File: src/rtl/rv_multicycle_ctrl_pkg.sv
// rv_ctrl_pkg
//   Shared constants and types for the RV32I-subset multi-cycle controller:
//   opcode/funct encodings, ALU and immediate-format select encodings,
//   the instruction class enum, the FSM state enum and the control-word struct.
//   Build option: ILLEGAL_TRAP_EN adds the ST_TRAP state.
package rv_ctrl_pkg;

  localparam logic [6:0] OPC_R  = 7'b0110011;
  localparam logic [6:0] OPC_I  = 7'b0010011;
  localparam logic [6:0] OPC_LW = 7'b0000011;
  localparam logic [6:0] OPC_SW = 7'b0100011;
  localparam logic [6:0] OPC_BR = 7'b1100011;

  localparam logic [2:0] F3_ADD = 3'b000;
  localparam logic [2:0] F3_AND = 3'b111;
  localparam logic [2:0] F3_OR  = 3'b110;
  localparam logic [2:0] F3_W   = 3'b010;
  localparam logic [2:0] F3_BEQ = 3'b000;

  localparam logic [6:0] F7_ADD = 7'h00;
  localparam logic [6:0] F7_SUB = 7'h20;

  localparam logic [1:0] ALU_ADD = 2'b00;
  localparam logic [1:0] ALU_SUB = 2'b01;
  localparam logic [1:0] ALU_AND = 2'b10;
  localparam logic [1:0] ALU_OR  = 2'b11;

  localparam logic [1:0] IMM_I = 2'b00;
  localparam logic [1:0] IMM_S = 2'b01;
  localparam logic [1:0] IMM_B = 2'b10;

  typedef enum logic [2:0] {
    CLS_R,
    CLS_I,
    CLS_LW,
    CLS_SW,
    CLS_BEQ
  } instr_cls_e;

  typedef enum logic [2:0] {
    ST_FETCH,
    ST_DECODE,
    ST_EXEC,
    ST_MEM,
    ST_WB
`ifdef ILLEGAL_TRAP_EN
    , ST_TRAP
`endif
  } state_e;

  typedef struct packed {
    logic       mem_req;
    logic       mem_we;
    logic       addr_src;
    logic       ir_we;
    logic       pc_we;
    logic       pc_src_br;
    logic [1:0] alu_sel;
    logic       alu_src_imm;
    logic [1:0] imm_sel;
    logic       reg_we;
    logic       wb_src;
    logic       bus_err;
    logic       illegal;
  } ctrl_t;

  // Immediate format needed by each instruction class (R-type ignores it).
  function automatic logic [1:0] imm_sel_of(instr_cls_e cls);
    case (cls)
      CLS_SW:  return IMM_S;
      CLS_BEQ: return IMM_B;
      default: return IMM_I;
    endcase
  endfunction

endpackage

File: src/rtl/rv_multicycle_ctrl_if.sv
// rv_multicycle_ctrl_if
//   Bundle between the controller and the datapath / memory port.
//   master: the controller (drives all control outputs, reads ir/mem_ack/alu_zero).
//   slave : the datapath side (drives ir/mem_ack/alu_zero, reads controls).
interface rv_multicycle_ctrl_if;
  logic [31:0] ir;
  logic        mem_ack;
  logic        alu_zero;
  logic        mem_req;
  logic        mem_we;
  logic        addr_src;
  logic        ir_we;
  logic        pc_we;
  logic        pc_src_br;
  logic [1:0]  alu_sel;
  logic        alu_src_imm;
  logic [1:0]  imm_sel;
  logic        reg_we;
  logic        wb_src;
  logic        bus_err;
  logic        illegal;

  modport master (
    input  ir, mem_ack, alu_zero,
    output mem_req, mem_we, addr_src, ir_we, pc_we, pc_src_br,
           alu_sel, alu_src_imm, imm_sel, reg_we, wb_src, bus_err, illegal
  );

  modport slave (
    output ir, mem_ack, alu_zero,
    input  mem_req, mem_we, addr_src, ir_we, pc_we, pc_src_br,
           alu_sel, alu_src_imm, imm_sel, reg_we, wb_src, bus_err, illegal
  );
endinterface

File: src/rtl/rv_multicycle_ctrl_alu_dec.sv
// rv_alu_dec
//   Combinational instruction decoder: opcode/funct3/funct7 -> ALU op,
//   instruction class and legality for ADD SUB AND OR ADDI ANDI ORI LW SW BEQ.
//   Ports: opcode, funct3, funct7 (in); alu_sel, cls, legal (out).
module rv_alu_dec
  import rv_ctrl_pkg::*;
(
  input  logic [6:0] opcode,
  input  logic [2:0] funct3,
  input  logic [6:0] funct7,
  output logic [1:0] alu_sel,
  output instr_cls_e cls,
  output logic       legal
);

  always_comb begin
    alu_sel = ALU_ADD;
    cls     = CLS_R;
    legal   = 1'b0;
    case (opcode)
      OPC_R: begin
        cls = CLS_R;
        case (funct3)
          F3_ADD: begin
            if (funct7 == F7_ADD) begin
              legal   = 1'b1;
              alu_sel = ALU_ADD;
            end else if (funct7 == F7_SUB) begin
              legal   = 1'b1;
              alu_sel = ALU_SUB;
            end
          end
          F3_AND: begin
            legal   = 1'b1;
            alu_sel = ALU_AND;
          end
          F3_OR: begin
            legal   = 1'b1;
            alu_sel = ALU_OR;
          end
          default: ;
        endcase
      end
      OPC_I: begin
        cls = CLS_I;
        case (funct3)
          F3_ADD: begin
            legal   = 1'b1;
            alu_sel = ALU_ADD;
          end
          F3_AND: begin
            legal   = 1'b1;
            alu_sel = ALU_AND;
          end
          F3_OR: begin
            legal   = 1'b1;
            alu_sel = ALU_OR;
          end
          default: ;
        endcase
      end
      OPC_LW: begin
        cls   = CLS_LW;
        legal = (funct3 == F3_W);
      end
      OPC_SW: begin
        cls   = CLS_SW;
        legal = (funct3 == F3_W);
      end
      OPC_BR: begin
        cls     = CLS_BEQ;
        alu_sel = ALU_SUB;
        legal   = (funct3 == F3_BEQ);
      end
      default: ;
    endcase
  end

endmodule

File: src/rtl/rv_multicycle_ctrl.sv
// rv_multicycle_ctrl
//   Multi-cycle control FSM for the RV32I-subset core. Sequences
//   fetch/decode/execute/memory/writeback and drives the ALU and datapath muxes.
//   Ports: clk, rst (async, active-high); bus (rv_multicycle_ctrl_if.master).
//   Parameter ACK_TIMEOUT: cycles a memory request may wait for ack (0 = no limit).
//   Build option: ILLEGAL_TRAP_EN -- illegal instructions lock the FSM in TRAP
//   until reset; without it they retire as a 2-cycle NOP and illegal stays 0.
//
//   state  | meaning
//   FETCH  | instruction read at PC; on ack load IR and step PC by 4
//   DECODE | one idle cycle while IR settles through the decoder
//   EXEC   | ALU op for the class; BEQ resolves the branch here
//   MEM    | data read/write at ALU result
//   WB     | register-file write from ALU or memory
//   TRAP   | illegal instruction seen; frozen until reset
//
//   Outputs are decoded combinationally from state, IR and mem_ack so the
//   fetch/memory handshake can complete in the same cycle as the ack.
module rv_multicycle_ctrl
  import rv_ctrl_pkg::*;
#(
  parameter int ACK_TIMEOUT = 16
) (
  input  logic                  clk,
  input  logic                  rst,
  rv_multicycle_ctrl_if.master  bus
);

  localparam bit         TIMEOUT_EN = (ACK_TIMEOUT > 0);
  localparam logic [7:0] WAIT_LAST  = TIMEOUT_EN ? 8'(ACK_TIMEOUT - 1) : 8'd0;

  state_e     state_q, state_d;
  logic [7:0] wait_cnt_q, wait_cnt_d;

  logic [1:0] dec_alu_sel;
  instr_cls_e dec_cls;
  logic       dec_legal;
  ctrl_t      ctrl;

  rv_alu_dec u_dec (
    .opcode  (bus.ir[6:0]),
    .funct3  (bus.ir[14:12]),
    .funct7  (bus.ir[31:25]),
    .alu_sel (dec_alu_sel),
    .cls     (dec_cls),
    .legal   (dec_legal)
  );

  always_comb begin
    ctrl       = '0;
    state_d    = state_q;
    wait_cnt_d = '0;

    case (state_q)
      ST_FETCH: begin
        ctrl.mem_req = 1'b1;
        if (bus.mem_ack) begin
          ctrl.ir_we = 1'b1;
          ctrl.pc_we = 1'b1;
          state_d    = ST_DECODE;
        end
      end

      ST_DECODE: begin
        if (dec_legal) begin
          state_d = ST_EXEC;
        end else begin
`ifdef ILLEGAL_TRAP_EN
          state_d = ST_TRAP;
`else
          state_d = ST_FETCH;
`endif
        end
      end

      ST_EXEC: begin
        ctrl.alu_sel     = dec_alu_sel;
        ctrl.alu_src_imm = (dec_cls != CLS_R) && (dec_cls != CLS_BEQ);
        ctrl.imm_sel     = imm_sel_of(dec_cls);
        case (dec_cls)
          CLS_LW, CLS_SW: state_d = ST_MEM;
          CLS_BEQ: begin
            ctrl.pc_we     = bus.alu_zero;
            ctrl.pc_src_br = bus.alu_zero;
            state_d        = ST_FETCH;
          end
          default: state_d = ST_WB;
        endcase
      end

      ST_MEM: begin
        // The address comes straight from the ALU, so its controls are held.
        ctrl.alu_sel     = dec_alu_sel;
        ctrl.alu_src_imm = 1'b1;
        ctrl.imm_sel     = imm_sel_of(dec_cls);
        ctrl.mem_req     = 1'b1;
        ctrl.addr_src    = 1'b1;
        ctrl.mem_we      = (dec_cls == CLS_SW);
        if (bus.mem_ack) begin
          state_d = (dec_cls == CLS_LW) ? ST_WB : ST_FETCH;
        end
      end

      ST_WB: begin
        // ALU result is written unregistered, so the EXEC controls are held.
        ctrl.alu_sel     = dec_alu_sel;
        ctrl.alu_src_imm = (dec_cls != CLS_R);
        ctrl.imm_sel     = imm_sel_of(dec_cls);
        ctrl.reg_we      = 1'b1;
        ctrl.wb_src      = (dec_cls == CLS_LW);
        state_d          = ST_FETCH;
      end

`ifdef ILLEGAL_TRAP_EN
      ST_TRAP: begin
        ctrl.illegal = 1'b1;
        state_d      = ST_TRAP;
      end
`endif

      default: state_d = ST_FETCH;
    endcase

    // Shared wait/timeout for FETCH and MEM. Any state change (or the timeout
    // itself) leaves the counter at zero, so it restarts on every entry.
    if (ctrl.mem_req && !bus.mem_ack) begin
      if (TIMEOUT_EN && (wait_cnt_q == WAIT_LAST)) begin
        ctrl.bus_err = 1'b1;
        state_d      = ST_FETCH;
      end else begin
        wait_cnt_d = wait_cnt_q + 8'd1;
      end
    end

    if (rst) begin
      ctrl = '0;
    end
  end

  always_ff @(posedge clk or posedge rst) begin
    if (rst) begin
      state_q    <= ST_FETCH;
      wait_cnt_q <= '0;
    end else begin
      state_q    <= state_d;
      wait_cnt_q <= wait_cnt_d;
    end
  end

  assign bus.mem_req     = ctrl.mem_req;
  assign bus.mem_we      = ctrl.mem_we;
  assign bus.addr_src    = ctrl.addr_src;
  assign bus.ir_we       = ctrl.ir_we;
  assign bus.pc_we       = ctrl.pc_we;
  assign bus.pc_src_br   = ctrl.pc_src_br;
  assign bus.alu_sel     = ctrl.alu_sel;
  assign bus.alu_src_imm = ctrl.alu_src_imm;
  assign bus.imm_sel     = ctrl.imm_sel;
  assign bus.reg_we      = ctrl.reg_we;
  assign bus.wb_src      = ctrl.wb_src;
  assign bus.bus_err     = ctrl.bus_err;
  assign bus.illegal     = ctrl.illegal;

endmodule

File: src/flat_wrapper.sv
// flat-port wrapper written by rule: the top's interface ports become plain ports
module rv_multicycle_ctrl_flat import rv_ctrl_pkg::*;
#(
  parameter int ACK_TIMEOUT = 16
)
  (clk, rst, bus_ir, bus_mem_ack, bus_alu_zero, bus_mem_req, bus_mem_we, bus_addr_src, bus_ir_we, bus_pc_we, bus_pc_src_br, bus_alu_sel, bus_alu_src_imm, bus_imm_sel, bus_reg_we, bus_wb_src, bus_bus_err, bus_illegal);
  rv_multicycle_ctrl_if bus_i ();
  input  logic clk;
  input  logic rst;
  input wire logic [$bits(bus_i.ir)-1:0] bus_ir;
  input wire logic [$bits(bus_i.mem_ack)-1:0] bus_mem_ack;
  input wire logic [$bits(bus_i.alu_zero)-1:0] bus_alu_zero;
  output wire logic [$bits(bus_i.mem_req)-1:0] bus_mem_req;
  output wire logic [$bits(bus_i.mem_we)-1:0] bus_mem_we;
  output wire logic [$bits(bus_i.addr_src)-1:0] bus_addr_src;
  output wire logic [$bits(bus_i.ir_we)-1:0] bus_ir_we;
  output wire logic [$bits(bus_i.pc_we)-1:0] bus_pc_we;
  output wire logic [$bits(bus_i.pc_src_br)-1:0] bus_pc_src_br;
  output wire logic [$bits(bus_i.alu_sel)-1:0] bus_alu_sel;
  output wire logic [$bits(bus_i.alu_src_imm)-1:0] bus_alu_src_imm;
  output wire logic [$bits(bus_i.imm_sel)-1:0] bus_imm_sel;
  output wire logic [$bits(bus_i.reg_we)-1:0] bus_reg_we;
  output wire logic [$bits(bus_i.wb_src)-1:0] bus_wb_src;
  output wire logic [$bits(bus_i.bus_err)-1:0] bus_bus_err;
  output wire logic [$bits(bus_i.illegal)-1:0] bus_illegal;
  assign bus_i.ir = bus_ir;
  assign bus_i.mem_ack = bus_mem_ack;
  assign bus_i.alu_zero = bus_alu_zero;
  assign bus_mem_req = bus_i.mem_req;
  assign bus_mem_we = bus_i.mem_we;
  assign bus_addr_src = bus_i.addr_src;
  assign bus_ir_we = bus_i.ir_we;
  assign bus_pc_we = bus_i.pc_we;
  assign bus_pc_src_br = bus_i.pc_src_br;
  assign bus_alu_sel = bus_i.alu_sel;
  assign bus_alu_src_imm = bus_i.alu_src_imm;
  assign bus_imm_sel = bus_i.imm_sel;
  assign bus_reg_we = bus_i.reg_we;
  assign bus_wb_src = bus_i.wb_src;
  assign bus_bus_err = bus_i.bus_err;
  assign bus_illegal = bus_i.illegal;
  rv_multicycle_ctrl #(.ACK_TIMEOUT(ACK_TIMEOUT)) u_core (.clk(clk), .rst(rst), .bus(bus_i));
endmodule
File: config.mk
export PLATFORM = sky130hd
export DESIGN_NAME = rv_multicycle_ctrl_flat
export DESIGN_NICKNAME = d
export VERILOG_FILES = /design/src/rtl/rv_multicycle_ctrl_pkg.sv /design/src/rtl/rv_multicycle_ctrl_if.sv /design/src/rtl/rv_multicycle_ctrl_alu_dec.sv /design/src/rtl/rv_multicycle_ctrl.sv /design/src/flat_wrapper.sv
export SDC_FILE = /design/constraint.sdc
export NUM_CORES = 1
export LEC_CHECK = 0
export CORE_UTILIZATION = 55
export DETAILED_ROUTE_END_ITERATION = 7
export DONT_BUFFER_PORTS = 1
export PLACE_DENSITY = 0.72
export REMOVE_ABC_BUFFERS = 1
export SLEW_MARGIN = 20
export SYNTH_ARGS = -nofsm -noshare
export SYNTH_HDL_FRONTEND = slang
export SYNTH_SLANG_ARGS = --single-unit
File: constraint.sdc
create_clock -name clk -period 1.7 [get_ports clk]
set_input_delay 0.17 -clock clk [delete_from_list [all_inputs] [get_ports clk]]
set_output_delay 0.17 -clock clk [all_outputs]
set_load 0.05 [all_outputs]
* Word-level counts from Yosys, hierarchy flattened
Cells that the tools add are included.
** Operators by class
- Mux-type cells :: 34
- Reductions and logical operators :: 12
- Add/sub/neg operators :: 1
- Eq/ne operators :: 18
** Operators by type and width (number)
- $pmux 3 s4 :: 2
- $eq 7x6->1 const B :: 3
- $mux 8 :: 2
- $eq 3x2->1 const B :: 5
- $mux 15 :: 1
- $mux 3 :: 5
- $pmux 5 s3 :: 1
- $eq 3x3->1 const B :: 4
- $pmux 2 s3 :: 2
- $mux 1 :: 10
- $mux 2 :: 5
- $add 8x1->8 const B :: 1
- $eq 8x4->1 const B :: 1
- $pmux 2 s2 :: 2
- $reduce_or 2->1 :: 4
- $eq 7x2->1 const B :: 1
- $eq 7x5->1 const B :: 1
- $eq 7x7->1 const B :: 1
- $logic_not 7->1 :: 1
- $logic_not 3->1 :: 2
- $pmux 3 s2 :: 1
- $pmux 1 s2 :: 2
- $pmux 1 s4 :: 1
- $eq 3x1->1 const B :: 1
- other kinds (5) :: 6
** Storage, ports and cells
- Output and inout port bits :: 15
- Logic and storage cells :: 67
- Register bits after elaboration :: 11
- Input port bits :: 36

* Depth between registers and ports, before layout
Gate-level depths: netlist (run 1).
- Depth after elaboration :: 9
- Gate-level depth with buffers :: 5
- Gate-level depth less buffers :: 5

* By module
From an unflattened synthesis (run 1), not the netlist that was laid out.
** Second synthesis, totals
- Cells, all modules :: 125
- Area total of the unflattened synthesis :: 1001.0 um^2
** Modules (own cells, without submodules)
- rv_multicycle_ctrl :: area each 805.8 um^2, sequential area each 275.3 um^2, cells an instance 96, times used 1
- rv_alu_dec :: area each 195.2 um^2, sequential area each 0.0 um^2, cells an instance 29, times used 1

* Worst setup path before layout (run 1)
OpenSTA, ideal clock, no wires.
- Path kind :: register to output
- Start :: register u_core.state_q[0]
- End :: output port bus_wb_src
- Slack :: -867 ps
- Arrival time :: 2397 ps
- Buffers on the path :: 1
- Stages on the path, launching flop included :: 5
- Required time :: 1530 ps
- Cell sequence :: dfrtp_1 -> clkbuf_2 -> nor2_1 -> nand2_1 -> nor4b_1
** On the way
- Longest elaborated chain between the ends :: 3
** RTL lines
- start, declared :: RTL line rv_multicycle_ctrl.sv:32 : state_e state_q, state_d;
- start signal, assigned :: RTL line rv_multicycle_ctrl.sv:145 : state_q <= state_d;
- $eq 3x3->1 :: RTL line rv_multicycle_ctrl.sv:54 : case (state_q)
- $mux 2 :: RTL line rv_multicycle_ctrl.sv:54
- $mux 15 :: RTL line rv_multicycle_ctrl.sv:135 : if (rst) begin
- end, declared :: RTL line flat_wrapper.sv:23 : output wire logic [$bits(bus_i.wb_src)-1:0] bus_wb_src;
No other way between the ends.

* Worst setup path after layout (run 1)
- Start :: register u_core.wait_cnt_q[5]
- End :: output port bus_bus_err
** On the way
- Longest elaborated chain between the ends :: 4
** RTL lines
- start, declared :: RTL line rv_multicycle_ctrl.sv:33 : logic [7:0] wait_cnt_q, wait_cnt_d;
- start signal, assigned :: RTL line rv_multicycle_ctrl.sv:146 : wait_cnt_q <= wait_cnt_d;
- $eq 8x4->1 :: RTL line rv_multicycle_ctrl.sv:127 : if (TIMEOUT_EN && (wait_cnt_q == WAIT_LAST)) begin
- $mux 1 :: RTL line rv_multicycle_ctrl.sv:127
- $mux 1 :: RTL line rv_multicycle_ctrl.sv:126 : if (ctrl.mem_req && !bus.mem_ack) begin
- $mux 15 :: RTL line rv_multicycle_ctrl.sv:135
- end, declared :: RTL line flat_wrapper.sv:24 : output wire logic [$bits(bus_i.bus_err)-1:0] bus_bus_err;
No other way between the ends.

==> results of run 1 <==
## flip-flops by register name (all words and copies together), names as in the netlist
register / count
u_core.state_q: 3
u_core.wait_cnt_q: 8
## where the power goes
| group | leakage, nW | switching [mW] | internal, mW |
|---|---|---|---|
| combinational | 0.324 | 0.0584 | 0.0424 |
| clock | 0.0177 | 0.0908 | 0.0873 |
| sequential | 0.149 | 0.00529 | 0.267 |
| total | 0.490 | 0.155 | 0.397 |
## final cells by class
class	instances	area, µm²	share of cell area
tap	16	20.02	0.01717
clock buffer	3	22.52	0.01931
sequential	11	276.5	0.2371
multi-input combinational	87	628.1	0.5386
timing repair buffer	23	202.7	0.1738
clock inverter	1	5.005	0.004292
inverter	3	11.26	0.009657
## cell usage in the layout (no fill, tap or decap), types with 2 or more instances in the layout
| cell type | count |
|---|---|
| a211o_1 | 2 |
| and3_4 | 3 |
| nand2_2 | 2 |
| or3_1 | 3 |
| clkbuf_4 | 3 |
| inv_1 | 3 |
| buf_4 | 17 |
| xnor2_1 | 3 |
| nand4b_1 | 2 |
| buf_6 | 4 |
| o21ai_0 | 2 |
| nand2_1 | 7 |
| nor3_1 | 5 |
| nand3b_1 | 2 |
| dfrtp_1 | 10 |
| nand3_1 | 2 |
| xor2_1 | 2 |
| a21oi_1 | 7 |
| nor2_1 | 13 |
| or4_1 | 2 |
## cell usage after synthesis (all sizes together)
library cell,count,share of area
a21o,1,0.0086
a211o,2,0.020
and2b,1,0.0086
mux2i,1,0.011
clkbuf,2,0.010
a21oi,7,0.040
nor4,1,0.0072
or4,3,0.030
o21ai,3,0.017
nand4,1,0.0072
a221o,1,0.011
buf,2,0.021
nand4b,2,0.020
or2b,2,0.020
dfrtp,11,0.32
conb,1,0.0043
nand3b,2,0.017
nand3,2,0.011
nor3,7,0.040
and4,1,0.010
and3,3,0.023
or3,3,0.021
o21bai,1,0.0086
ha,1,0.014
nand2,9,0.039
nand4bb,1,0.032
inv,3,0.013
or2,1,0.0072
nor2b,1,0.0072
o21a,1,0.0086
a22o,1,0.010
nand2b,1,0.0072
a211oi,3,0.032
xnor2,3,0.030
nor2,15,0.067
nor3b,1,0.0086
xor2,2,0.020
nor4b,2,0.020
## what timing repair did
action | CTS | global route
pin swaps | 5 | 3
setup buffers | 3 | 1
hold buffers | 1 | 0
gates resized for setup | 10 | 9
endpoints found under the setup margin | 7 | 10
endpoints found under the hold margin | 11 | 0
cloned | 0 | 0
## metrics by stage
stage | cells | power (mW) | setup slack (ps)
after global placement | 135 | 0.3679 | 140.3
after global routing | 144 | 0.5822 | -109.3
after floorplan | 101 | 0.3454 | -826.8
final | 144 | 0.5516 | -84.14
after CTS | 143 | 0.5549 | -83.23
after detailed placement | 135 | 0.3699 | 127.7
## cells by family after synthesis
kind of cell | share of synthesized area
buf+inv | 0.04440
other cells | 0.004294
flops | 0.3152
fa+ha+maj | 0.01432
compound gates | 0.1562
mux | 0.01146
xor+xnor | 0.05015
simple gates | 0.4040
## worst max-delay path: cells and delay by family (launching register included)
kind / cells / cell delay [ps]
simple gates: 3 / 960
flops: 1 / 390
## path summary, 6_finish.rpt
path | start | endpoint | slack, ps | depth (start not counted)
worst max register to register | u_core.wait_cnt_q[5] | u_core.state_q[1] | 130 | 5
min in group asynchronous | rst | u_core.state_q[2] | 360 | 3
worst min register to register | u_core.wait_cnt_q[0] | u_core.wait_cnt_q[0] | 460 | 1
worst min-delay path | bus_mem_ack | u_core.state_q[2] | 70 | 2
worst max-delay path | u_core.wait_cnt_q[5] | bus_bus_err | -80 | 3
max in group asynchronous | rst | u_core.state_q[1] | 1180 | 3
## per-layer routing
layer  up-vias  part of all wire  wire length, µm  global-route usage
met5         -                 0                0                   0
met4         0             0.019               38             0.08387
met3         4             0.067              137             0.08261
met2        40              0.46              953              0.4219
met1       413              0.45              926              0.3277
li1        427                 -                -                   -
==> impl_metrics.toml, run 1 <==
[worst_setup_path]
cp_max_fo = 2
start_kind = "flop"
setup.worst_path.class = "reg -> out"
end_kind = "output pin"
worst_ep_arrival_time_ps = 1610
required_ps = 1530
critical-path-slowest-cell = "or4_4"
max_stage_delay_ps = 560
crit_chain = "or4_4 -> nor2_4 -> and3_4"

[finish]
post-route-util = 0.7832
areaGrowthSynthToFinish_pct = 33.52
finalInstanceArea_mm2 = 0.001166
n_fill_cell = 105
diodes = 0
fin_nets = 166
drive_gt1_frac = 0.3516

[die]
core_mm2 = 0.001489
die_area_mm2 = 0.001751
ios = 51
die_h_um = 41.85
rows = 14
start_util = 0.5866
die_w_um = 41.85

[run_status]
status = "complete, but fails checks"
violations = "setup timing"

[sta]
finalCriticalPeriod_ps = 1784
setup_ws_ps = -84.14
max_freq_ghz = 0.5605
holdWs_ps = 74.37
fin_crit_sh = 1.049
maxSlewViolCount = 0
rsz0062_at_grt = "yes"
fin_tns_setup_ps = -105.8
fin_skew_ps = 2.156
setup_viol = 2
hold_violations = 0

[clock_tree]
cts_buffer_depth = 2
numCtsBuffers = 3
numClockSinks = 11
cts_tree = "done"
clockRootBuffer = "clkbuf_4"
h-tree-depth = 1
insertion_delay_ps = 270
cts.clk_slew.worst_paths_ps = 70

[yosys]
synth_cells = 105
yosysSeqAreaShare = 0.3152
syn_area_per_cell_um2 = 8.318
ys_ff_latch = 11
ys_warn_count = 0
yosysUniqueCellTypes = 45
netlist_area_um2 = 873.3

[power]
irDropWorstVdd_uv = 406.4
power_density_mw_per_mm2 = 473.0
power_leakage_nw = 0.4905

[routing]
routedWlPerCell_um = 14.26
routed_wl_mm = 2.054
vias = 884
dr.first_iter.drc_count = 14
drcViolationCount = 0
via_per_inst = 6.139
drtAntennaViolNets = 0
firstDrtPassIters = 4

[global_routing]
grt_pass1_vias = 836
gr-total-overflow = 0
grtUsageTotal = 0.2599
grt_pass1_wl_mm = 3.450
antenna_found_initial = 0
grt_max_degree = 13

[min_path]
holdCritPathClass = "in -> reg"

[place]
port_buffers = 0
placed_area_mm2 = 0.001025
routabilityCongestion = 0.8121
dp_hpwl_mm = 1.423

[run]
cap_violations = 0
Power figures use the tool's default switching activity.
==> inputs of run 2 (changes only) <==
--- a/config.mk
+++ b/config.mk
@@ -8,7 +8,7 @@
 export CORE_UTILIZATION = 55
 export DETAILED_ROUTE_END_ITERATION = 7
 export DONT_BUFFER_PORTS = 1
-export PLACE_DENSITY = 0.72
+export PLACE_DENSITY = 0.75
 export REMOVE_ABC_BUFFERS = 1
 export SLEW_MARGIN = 20
 export SYNTH_ARGS = -nofsm -noshare
==> constraint.sdc (replaced) <==
create_clock -name clk -period 1.6 [get_ports clk]
set_input_delay 0.16 -clock clk [delete_from_list [all_inputs] [get_ports clk]]
set_output_delay 0.16 -clock clk [all_outputs]
set_load 0.05 [all_outputs]
==> run 2 against run 1 <==
Effect of this change: via count is 15% higher; the flow still finishes with violations (setup timing); worst hold slack better by 3.1 ps; sequential share of layout area fell by 2.5 points; critical path depth unchanged; critical endpoint unchanged.
==> impl_metrics.toml, run 2 (same netlist as run 1, synthesis figures left out) <==
[place]
port_buffers = 0
dp.cells = 137
routabilityCongestion = 0.7576
placed_area_mm2 = 0.001040
dp_hpwl_mm = 1.538

[sta]
maxSlewViolCount = 0
max_freq_ghz = 0.5603
hold_violations = 0
setup_ws_ps = -184.8
fin_crit_sh = 1.115
worst_pin_slew_ps = 546.0
finalCriticalPeriod_ps = 1785
setup_viol = 15
maxSlewHeadroom = 0.6332
fin_skew_ps = 4.291
holdWs_ps = 77.46
rsz0062_at_grt = "yes"

[power]
p_sw_frac = 0.2857
seqPwrFrac = 0.475
internal_power_uw = 439.1
irDropWorstVdd_uv = 477.7
power_leakage_nw = 0.5482
p_comb_frac = 0.214
power_density_mw_per_mm2 = 468.9
p_switching_uw = 175.7
pwr-share-clk = 0.310

[routing]
dr.first_iter.drc_count = 64
via_per_inst = 6.641
routedWlPerCell_um = 20.24
firstDrtPassIters = 4
vias = 1016
routed_wl_mm = 3.096
drtAntennaViolNets = 0
drcViolationCount = 0

[die]
start_util = 0.5866
die_area_mm2 = 0.001751
die_h_um = 41.85
core_mm2 = 0.001489
ios = 51
die_w_um = 41.85
rows = 14

[clock_tree]
h-tree-depth = 1
cts.clk_slew.worst_paths_ps = 70
clockRootBuffer = "clkbuf_4"
cts_buffer_depth = 2
numClockSinks = 11
insertion_delay_ps = 270
cts_tree = "done"
numCtsBuffers = 3

[worst_setup_path]
crit_family = "simple AND/OR/NAND/NOR gates"
required_ps = 1440
setup.worst_path.class = "reg -> out"
crit_chain = "or4_4 -> nor2_4 -> and3_4"
max_stage_delay_ps = 560
end_kind = "output pin"
critical-path-slowest-cell = "or4_4"
cp_max_fo = 2
path_buf_inv = 0
start_kind = "flop"
worst_ep_arrival_time_ps = 1620

[min_path]
holdCritPathClass = "in -> reg"

[finish]
mostFrequentLayoutCell = "buf_4"
multi_input_area_um2 = 675.6
ff_latch_area_um2 = 277.8
largest_register_ffs = 8
reg.largest.list = "u_core.wait_cnt_q (8), u_core.state_q (3)"
top_register = "u_core.wait_cnt_q"
finalNonFillerCells = 153
fin_nets = 175
n_fill_cell = 56
diodes = 0
finalInstanceArea_mm2 = 0.001311
layout_common_cells = "19 x buf_4, 10 x buf_6, 9 x dfrtp_1"
drive_gt1_frac = 0.4453
post-route-util = 0.8807
areaGrowthSynthToFinish_pct = 50.14

[global_routing]
grtUsageTotal = 0.2924
gr-total-overflow = 0
grt_pass1_wl_mm = 4.015
grt_pass1_vias = 945
grt_max_degree = 13
antenna_found_initial = 0

[run_status]
status = "complete, but fails checks"
violations = "setup timing"

[run]
cap_violations = 0
## run 2: worst paths after layout
kind | start | end | slack [ps] | cells past startpoint
hold reg to reg | u_core.wait_cnt_q[0] | u_core.wait_cnt_q[0] | 470 | 1
setup reg to reg | u_core.state_q[1] | u_core.wait_cnt_q[4] | -40 | 6
max in group asynchronous | rst | u_core.state_q[0] | 1050 | 3
min in group asynchronous | rst | u_core.state_q[2] | 380 | 3
setup / recovery | u_core.wait_cnt_q[5] | bus_bus_err | -180 | 3
hold / removal | bus_mem_ack | u_core.state_q[2] | 80 | 2
## run 2: per-stage QoR
stage / TNS (ps) / setup WS [ps] / total power, mW
2_1_floorplan: -3631 / -906.8 / 0.3670
3_3_place_gp: 0 / 85.38 / 0.3911
3_5_place_dp: 0 / 42.84 / 0.3934
4_1_cts: -649.1 / -150.6 / 0.5882
5_1_grt: -2069 / -246.7 / 0.6399
6_report: -1421 / -184.8 / 0.6148
## run 2: power by group through the flow
stage / registers [mW] / logic, mW / clock network [mW]
after floorplan: 0.295 / 0.0718 / 0
after global placement: 0.294 / 0.0970 / 0
after detailed placement: 0.294 / 0.0990 / 0
after CTS: 0.289 / 0.110 / 0.189
after global routing: 0.293 / 0.139 / 0.209
final: 0.292 / 0.132 / 0.191
## run 2: final cells by class
class | instances | area share
Tap cell | 16 | 0.01527
Timing Repair Buffer | 32 | 0.2290
Inverter | 3 | 0.008588
Sequential cell | 11 | 0.2118
Multi-Input combinational cell | 87 | 0.5153
Clock buffer | 4 | 0.02004
## run 2: routing by layer
metal / GRT usage / up-vias / part of all wire
met3: 0.03043 / 16 / 0.072
li1: - / 444 / -
met2: 0.5313 / 69 / 0.49
met1: 0.3736 / 487 / 0.39
met4: 0.05806 / 0 / 0.049
met5: 0 / - / 0
## run 2: repair_timing
item	4_1_cts	5_1_grt
endpoints found under the hold margin	11	0
endpoints found under the setup margin	11	20
hold buffers	1	0
resized for setup	18	21
pin swaps	13	8
buffers inserted	7	4
==> variant 1 (config.mk and constraints of run 2) <==
Add a define of `ILLEGAL_TRAP_EN`.
--- a/src/rtl/rv_multicycle_ctrl_pkg.sv
+++ b/src/rtl/rv_multicycle_ctrl_pkg.sv
@@ -3,6 +3,8 @@
 //   opcode/funct encodings, ALU and immediate-format select encodings,
 //   the instruction class enum, the FSM state enum and the control-word struct.
 //   Build option: ILLEGAL_TRAP_EN adds the ST_TRAP state.
+`define ILLEGAL_TRAP_EN
+
 package rv_ctrl_pkg;
 
   localparam logic [6:0] OPC_R  = 7'b0110011;
Function: changed (a bounded check fails within 4 cycles, from zero or initial values and one cycle with rst high).
==> variant 1 against run 2 <==
- the run now fails in 4_1_cts
- area after synthesis is 11% higher
==> variant 1: results <==
metrics = {
    "clock_network": {
        "cts_made_buffers": 3,
        "cts_buffer_depth": 2,
        "htree_levels": 1,
        "cts_resized": 53,
        "cts-root-buf": "clkbuf_4",
        "post_cts_buffers": 13,
        "cts_hold_buf": 1,
    },
    "synth": {
        "synthTopCellsByArea": "dfrtp_1 28%, nor2_1 7.8%, nand2_1 3.9%",
        "yosysSeqAreaShare_pct": 28.42,
        "ys_async_sr_fraction_pct": 100.0,
        "synth_ff_type": "dfrtp_1",
        "post_synth_num_cell_types": 45,
        "yosys_warnings": 0,
        "synth_seq_cells": 11,
        "netlist_top_cells_count": "20 x nor2_1, 11 x dfrtp_1, 10 x nand2_1",
    },
    "placement": {
        "portBuffers": 0,
        "place_hpwl_mm": 2.084,
        "place.gp.congestion": 0.8300,
        "pre_cts_ws_ns": -0.2375,
        "dpl-instance-area_mm2": 0.001274,
    },
    "floorplanning": {
        "rows": 14,
    },
    "outcome": {
        "haltStage": "4_1_cts",
        "error": "[ERROR DPL-0038] Utilization greater than 100%, impossible to legalize",
        "status": "did not finish",
    },
}
## variant 1: changes by cell type after synthesis, moves of 2 or more
cell      before  now
nand4b_1       2    0
a211o_1        2    0
inv_1          3    6
a21oi_1        7    5
a211oi_1       2    4
nand2b_1       1    3
nor4b_1        2    0
nand3_1        2    4
nor2_1        14   20
## variant 1: cell families after synthesis
logic type	synth area share (%)
AOI/OAI and AO/OA	19.64
adders and majority gates	1.292
DFF	28.42
xor gates and xnor gates	5.427
buffers and inverters	4.651
and+or+nand+nor	40.57
## variant 1: stage by stage
| step | util, % | cells |
|---|---|---|
| floorplan | - | 114 |
| global placement | 80.79 | 163 |
| detailed placement | 80.79 | 163 |
==> variant 2 (settings of run 2) <==
Made on the original files. Make the reset (`rst`) synchronous in one clocked block. Comments in the files are not updated.
--- a/src/rtl/rv_multicycle_ctrl.sv
+++ b/src/rtl/rv_multicycle_ctrl.sv
@@ -137,7 +137,7 @@
     end
   end
 
-  always_ff @(posedge clk or posedge rst) begin
+  always_ff @(posedge clk) begin
     if (rst) begin
       state_q    <= ST_FETCH;
       wait_cnt_q <= '0;
Check against the original RTL: no difference found for any inputs over 10 cycles, from zero or initial values and one cycle with rst high; that may be too few to reach the edited logic, so the function may still have changed.
==> variant 2 against run 2 <==
- the flow still finishes with violations (negative setup slack)
- design area decreased by 2.4%
- power fell by 4.6%
- sequential share of layout area fell by 3.6 points
- sequential cell count stayed put
- area after synthesis is 6.0% lower
- worst setup slack got worse by 0.12 ns
- synthesized cell count up 5.7%
- routed wire length rose by 17%
- critical endpoint is now bus_imm_sel[0]
- largest power group unchanged
==> variant 2: results <==
metrics = {
    "worst_hold_path": {
        "whs_endpoint": "u_core.state_q[2]$_SDFF_PP0_",
    },
    "final_layout": {
        "largestRegisters": "u_core.wait_cnt_q x8, u_core.state_q x3",
        "drive_gt1_share_pct": 44.44,
        "final_nets": 173,
    },
    "drt": {
        "totalWireLength_mm": 3.626,
        "first_pass_iters": 5,
        "viasPerCell": 7.347,
        "drt_iter0_drc": 113,
    },
    "pwr": {
        "cellLeakagePower_nw": 0.4403,
        "vdd_drop_max_v": 0.0006031,
    },
    "worst_setup_path": {
        "slowest_stage": "or3b_4",
        "r2r_cells": 4,
        "worstPathMaxFanout": 3,
        "cp_slowest_stage_delay_ns": 0.40,
    },
    "synth": {
        "ys_async_sr_fraction_pct": 0,
        "netlist_top_cells_count": "16 x nor2_1, 11 x dfxtp_1, 10 x nor3_1",
        "post_synth_num_cell_types": 39,
        "synth_ff_type": "dfxtp_1",
    },
    "grt": {
        "grt_start_max_net_pins": 16,
        "grt_pass1_vias": 851,
        "grt_usage_pct": 30.99,
    },
    "placement": {
        "place.gp.congestion": 0.7577,
        "place_hpwl_mm": 1.497,
    },
    "sta": {
        "final.setup.tns_ns": -2.535,
        "setup_viol": 15,
        "finalClockSkew_ns": 0.004822,
        "setup_ws_ns": -0.3088,
        "whs_ns": 0.07445,
    },
    "outcome": {
        "status": "complete, but fails checks",
        "failed_checks": "negative setup slack",
    },
}
==> variant 2: critical path: cells and delay by family (launching register included) <==
kind | cells | cell delay (ns)
AOI/OAI and AO/OA | 1 | 0.23
buffers and inverters | 2 | 0.35
DFF | 1 | 0.33
and+or+nand+nor | 2 | 0.57
==> variant 2: layout make-up <==
| cell class | instances | share of cell area [%] |
|---|---|---|
| Sequential cell | 11 | 17.60 |
| Multi-Input combinational cell | 88 | 55.23 |
| Timing Repair Buffer | 28 | 22.48 |
| Clock buffer | 4 | 2.053 |
| Tap cell | 15 | 1.466 |
| Inverter | 4 | 1.173 |
==> variant 2: repair_timing <==
| action | CTS | global route |
|---|---|---|
| hold endpoints to repair | 0 | 0 |
| pin swaps | 4 | 6 |
| setup endpoints to repair | 10 | 13 |
| resized for setup | 15 | 29 |
| buffers inserted | 1 | 4 |
==> variant 2: stage by stage <==
stage	std cells	cell area, um^2	setup slack (ns)	util [%]	power (mW)
6_report	150	1280	-0.3088	94.81	0.5866
2_1_floorplan	103	782.0	-1.925	-	0.3481
5_1_grt	150	1280	-0.4571	94.81	0.6088
3_5_place_dp	141	1023	-0.07831	75.81	0.3702
4_1_cts	146	1124	-0.2601	83.23	0.5605
3_3_place_gp	141	1023	-0.05927	75.81	0.3680
==> variant 2: kinds of logic (layout without fill, tap and decap cells) <==
group           Yosys count  after routing  synth area share (%)
xor+xnor                  7              7                 7.470
other cells               1              1                0.4569
flops                    11             11                 26.83
fa+ha+maj                 1              1                 1.524
simple gates             60             60                 39.79
compound gates           19             19                 17.38
buf+inv                  12             36                 6.552
==> variant 2: routing by layer <==
metal	track usage, %	up-vias	routed length [um]
li1	-	449	-
met1	28.57	499	1175
met2	64.68	116	1732
met3	3.804	38	455
met4	14.17	0	263
met5	0	-	0
==> variant 2: power breakdown <==
| part | total (mW) | internal, mW | switching (mW) |
|---|---|---|---|
| logic | 0.119 | 0.0445 | 0.0740 |
| registers | 0.281 | 0.278 | 0.00307 |
| clock network | 0.187 | 0.0965 | 0.0904 |
| total | 0.587 | 0.419 | 0.167 |
==> variant 2: worst max path at each step <==
| stage | startpoint | to | depth (start not counted) |
|---|---|---|---|
| finish | u_core.state_q[1]$_SDFF_PP0_ | bus_imm_sel[0] | 5 |
| global route | bus_ir[6] | bus_alu_sel[0] | 5 |
| CTS | u_core.state_q[1]$_SDFF_PP0_ | bus_imm_sel[1] | 5 |
| detailed placement | u_core.state_q[2]$_SDFF_PP0_ | bus_alu_sel[0] | 4 |
| global placement | u_core.state_q[1]$_SDFF_PP0_ | bus_alu_sel[0] | 4 |
| floorplan | bus_ir[2] | bus_pc_we | 4 |
